**config.mk**
```make
export PLATFORM = sky130hd
export DESIGN_NAME = shift_left_seq
export DESIGN_NICKNAME = d
export VERILOG_FILES = /design/src/rtl/shift_left_seq.sv
export SDC_FILE = /design/constraint.sdc
export NUM_CORES = 1
export LEC_CHECK = 0
export ABC_AREA = 1
export BUFFER_PORTS_ARGS = -buffer_cell sky130_fd_sc_hd__buf_4
export CAP_MARGIN = 40
export CORE_MARGIN = 2
export CORE_UTILIZATION = 40
export CTS_BUF_LIST = sky130_fd_sc_hd__clkbuf_8
export DETAILED_ROUTE_END_ITERATION = 8
export PLACE_DENSITY = 0.62
export SETUP_SLACK_MARGIN = 0.1
export SYNTH_ARGS = -nofsm -noshare
export SYNTH_HDL_FRONTEND = slang
export SYNTH_SLANG_ARGS = --single-unit
```
**constraint.sdc**
```tcl
create_clock -name clk -period 2.3 [get_ports clk]
set_input_delay 0.345 -clock clk [delete_from_list [all_inputs] [get_ports clk]]
set_output_delay 0.345 -clock clk [all_outputs]
set_load 0.02 [all_outputs]
```
**src/rtl/shift_left_seq.sv**
```systemverilog
`default_nettype none
// ============================================================================
// Module      : shift_left_seq
// Description : Multi-cycle logical left shifter. It is built as a five-stage
//               log shifter that runs one stage per clock. When a start
//               request is accepted in IDLE, the operands are latched. Stage k
//               shifts by 2^k when bit k of the latched shift amount is set.
//               A function code other than 6'b000000 selects pass-through:
//               the shift amount is forced to zero and the operand is returned
//               unchanged.
//
// Ports       : clk     in   1   clock, rising edge
//               reset   in   1   synchronous, active-high reset
//               start   in   1   request, only sampled in IDLE
//               Signal  in   6   function code (6'b000000 = SLL)
//               a       in  32   operand data
//               shamt   in   5   shift amount 0..31
//               busy    out  1   high while SHIFT or DONE
//               done    out  1   one-cycle completion pulse
//               result  out 32   shifted data, held until next accepted start
//
// Config      : SHL_EARLY_DONE_EN -- when defined, the FSM leaves SHIFT as
//               soon as no higher shift-amount bits remain set. Otherwise
//               every operation takes a fixed five stages.
//
// Revision    : 1.0 - initial release
// ============================================================================
module shift_left_seq (
    input  logic        clk,
    input  logic        reset,
    input  logic        start,
    input  logic [5:0]  Signal,
    input  logic [31:0] a,
    input  logic [4:0]  shamt,
    output logic        busy,
    output logic        done,
    output logic [31:0] result
);

    localparam logic [5:0] c_FUNC_SLL   = 6'b000000;
    localparam logic [2:0] c_LAST_STAGE = 3'd4;

    typedef enum logic [1:0] {
        ST_IDLE  = 2'd0,
        ST_SHIFT = 2'd1,
        ST_DONE  = 2'd2
    } state_t;

    state_t      r_state;
    logic [31:0] r_result;
    logic [4:0]  r_shamt;
    logic [2:0]  r_stage;
    logic        r_busy;
    logic        r_done;

    logic [31:0] w_shifted;
    logic [2:0]  w_next_stage;
    logic [4:0]  w_shamt_rem;
    logic        w_stage_en;
    logic        w_last;

    // Shift by 2^k for the current stage. Bits leaving bit 31 are dropped.
    always_comb begin
        w_shifted = r_result;
        case (r_stage)
            3'd0:    w_shifted = r_result << 1;
            3'd1:    w_shifted = r_result << 2;
            3'd2:    w_shifted = r_result << 4;
            3'd3:    w_shifted = r_result << 8;
            3'd4:    w_shifted = r_result << 16;
            default: w_shifted = r_result;
        endcase
    end

    assign w_next_stage = r_stage + 3'd1;
    // Bit 0 of the remaining amount is the enable for the current stage.
    assign w_shamt_rem  = r_shamt >> r_stage;
    assign w_stage_en   = w_shamt_rem[0];

`ifdef SHL_EARLY_DONE_EN
    // Finish once no set bits remain above the stage just processed. Stage 4
    // always satisfies this because shifting a 5-bit value by 5 yields zero.
    assign w_last = ((r_shamt >> w_next_stage) == 5'd0);
`else
    assign w_last = (r_stage == c_LAST_STAGE);
`endif

    always_ff @(posedge clk) begin
        if (reset) begin
            r_state  <= ST_IDLE;
            r_result <= 32'h0;
            r_shamt  <= 5'd0;
            r_stage  <= 3'd0;
            r_busy   <= 1'b0;
            r_done   <= 1'b0;
        end else begin
            case (r_state)
                ST_IDLE: begin
                    r_done <= 1'b0;
                    if (start) begin
                        r_result <= a;
                        // Only the effective amount is kept. In pass-through
                        // mode it is zero, so every stage holds the data.
                        r_shamt  <= (Signal == c_FUNC_SLL) ? shamt : 5'd0;
                        r_stage  <= 3'd0;
                        r_busy   <= 1'b1;
                        r_state  <= ST_SHIFT;
                    end
                end
                ST_SHIFT: begin
                    if (w_stage_en) begin
                        r_result <= w_shifted;
                    end
                    r_stage <= w_next_stage;
                    if (w_last) begin
                        r_done  <= 1'b1;
                        r_state <= ST_DONE;
                    end
                end
                ST_DONE: begin
                    // A start seen here is deliberately dropped.
                    r_done  <= 1'b0;
                    r_busy  <= 1'b0;
                    r_state <= ST_IDLE;
                end
                default: begin
                    r_done  <= 1'b0;
                    r_busy  <= 1'b0;
                    r_state <= ST_IDLE;
                end
            endcase
        end
    end

    assign busy   = r_busy;
    assign done   = r_done;
    assign result = r_result;

endmodule
`default_nettype wire

```
==> metrics <==
worst slack at placement=313 ps; setup TNS=0 ps; GRT busiest layer=met2; CP Data Arrival Time=2150 ps; Hold Fails Final Rpt=0; M2 GR Usage=0.408; worst hold stages=2; synthesized net count=710; DRC viols=0; peak supply drop=287 µV; initial antenna violation count=0; WL final=11.0 mm; Yosys cell types=26; CTS root buf=clkbuf_8; first-pass GRT wire length=18.5 mm; antenna cell count=0; highest clock rate=0.514 GHz; vias per cell=4.97; clock skew=18.5 ps; Hold EP=busy$_SDFFE_PP0P_; worst hold path type=input pin to register; top cells by area, synth=nand2_1, dfxtp_1, nand3_1; largest family of logic cells by synthesized area=simple AND/OR/NAND/NOR gates; drt initial violations=323; Adder-Cell Fraction of Synth Area=0.0180; post-layout min period=1940 ps; Total GRT Usage=0.234; Initial Utilization=0.405; Final Max Tran Viols=0; main flop type after synthesis=dfxtp_1; Worst Max-Slew Pin Slew=443 ps; async set-reset flop share out of synthesis=0; xor/xnor share of the synthesized area=0; P per Cell Area=596 mW/mm²; flop-to-flop setup slack=360 ps; # setup viols final=0; layout cell share with drive strength beyond 1=0.156; post-synthesis compound-gate area fraction=0.0680; leading cell type in the layout, fill and taps excluded=nand2_1; clock buffer depth=2; Clk Latency, worst-skew pair=320 ps; status=complete, no violations; maxcap violations=0; num rows=34; largest net degree at the start of global routing=49; fin nets=774; fin worst setup slack=356 ps; Die ar.=0.00946 mm²; CP max FO=48; clk sinks=44; Vias=4136; RSZ-0062 raised after global routing=no; mux contribution to synthesized area=0; Avg WL per Cell=13.2 µm; Mean Syn Cell Area=5.28 µm²; Slew HR=0.703; RePlAce Congestion=0.880; Clock H-tree levels=2; Synth top area share=0.297; CTS Buf Count=5; fin crit share=0.845; cell count after synthesis=659; CP Capture Type=register; First-pass DRT Iterations=4; met3 Use GR=0.0331; Syn. warnings=0; Core Region=0.00859 mm²; Simple-Gate Fraction of Synth Area=0.537; vias in the first global route=3904; Port Buf Inserts=79; GRT Residual Overflow=0; Antenna Violating Nets Remaining=0; Syn Std Cell Area=0.00348 mm²; synth-to-layout area growth=23.4%; Synth Register Bits=44; area leader, netlist=nand2_1; Worst Path Required=2510 ps; EDFF count, synth=0; die width=97.3 µm; Layout fillers=944; met1 usage=0.300; CTS tree=built; Critical R2R Launch=r_stage[1]$_SDFFE_PP0P_; die height=97.3 µm; dpl hpwl=7.99 mm; Worst Reg-to-Reg Cells=10; hold path start=reset; I/O pin cnt=80; CP startpoint kind=register; Crit Path Class=register to register; clock slew at reported path FFs=90 ps; Hold Slack=260 ps; commonest non-fill, non-tap cells in the layout=nand2_1, buf_4, nand3_1, nor2_1, inv_1; RR Endpoint=result[15]$_SDFFE_PP0P_; leakage=2.38 nW; Tot Pwr=2.56 mW; post-synthesis sequential area ratio=0.253
[final cells by class]
class / count / area (µm²) / share of cell area
clock buffers: 5 / 68.8 / 0.0160
clock inverters: 3 / 38.8 / 0.00904
inverters: 67 / 251 / 0.0586
multi-input cells: 509 / 2170 / 0.506
flip-flops and latches: 44 / 882 / 0.205
well taps: 108 / 135 / 0.0315
repair buffers: 96 / 746 / 0.174
[power breakdown]
part	internal [mW]	switching, mW	total (mW)
clock	0.319	0.295	0.614
combinational	0.381	0.573	0.954
sequential	0.852	0.137	0.989
total	1.55	1.01	2.56
[how the worst max path moves through the flow]
stage                                       start                       to  slack, ps
after floorplan           r_stage[2]$_SDFFE_PP0P_  result[10]$_SDFFE_PP0P_        260
after global placement    r_stage[0]$_SDFFE_PP0P_  result[12]$_SDFFE_PP0P_        370
after detailed placement  r_stage[0]$_SDFFE_PP0P_  result[26]$_SDFFE_PP0P_        310
after CTS                 r_stage[0]$_SDFFE_PP0P_  result[11]$_SDFFE_PP0P_        300
after global routing      r_stage[0]$_SDFFE_PP0P_   result[4]$_SDFFE_PP0P_        170
final                     r_stage[1]$_SDFFE_PP0P_  result[15]$_SDFFE_PP0P_        360
[cell usage after synthesis, types with 2 or more instances]
cell type / number
o21ai_0: 28
a21oi_1: 10
nand3_1: 92
inv_2: 2
clkbuf_1: 22
buf_1: 3
inv_1: 64
nor2_1: 88
buf_2: 11
dfxtp_1: 44
buf_6: 2
nand2_1: 275
ha_1: 5
[registers in the layout (all words and copies together), names as in the netlist]
name	count
r_state	2
done	1
r_stage	3
busy	1
r_shamt	5
result	32
[worst max-delay path, stage by stage, from the launching register on]
cell	delay, ps
dfxtp_1	430
inv_1	110
ha_1	220
o21ai_2	160
buf_12	220
a21oi_4	100
nand2_1	140
buf_12	230
nand2_1	70
nand2_1	60
nor2_1	50
[timing repair]
| item | in CTS | in global routing |
|---|---|---|
| gates resized for setup | 0 | 2 |
| setup buffers | 0 | 0 |
| hold endpoints to repair | 0 | 0 |
| hold buffers | 0 | 0 |
| setup endpoints to repair | 0 | 4 |
[per-stage QoR]
| step | cells | util | area, µm² |
|---|---|---|---|
| after floorplan | 659 | - | 3480 |
| after global placement | 824 | 0.487 | 4180 |
| after detailed placement | 824 | 0.487 | 4180 |
| after CTS | 832 | 0.499 | 4290 |
| after global routing | 832 | 0.500 | 4290 |
| final | 832 | 0.500 | 4290 |
[routing by layer]
metal,share of wire,vias up
met5,0,-
met4,0.016,0
met3,0.047,15
met2,0.48,108
met1,0.45,1862
li1,-,2151
[cells by family after synthesis]
| kind of cell | count (synthesis) |
|---|---|
| AND/OR/NAND/NOR | 461 |
| buffers and inverters | 106 |
| flip-flops | 44 |
| AO/OA/AOI/OAI | 43 |
| adder cells (fa/ha/maj) | 5 |
Power figures use the tool's default switching activity.
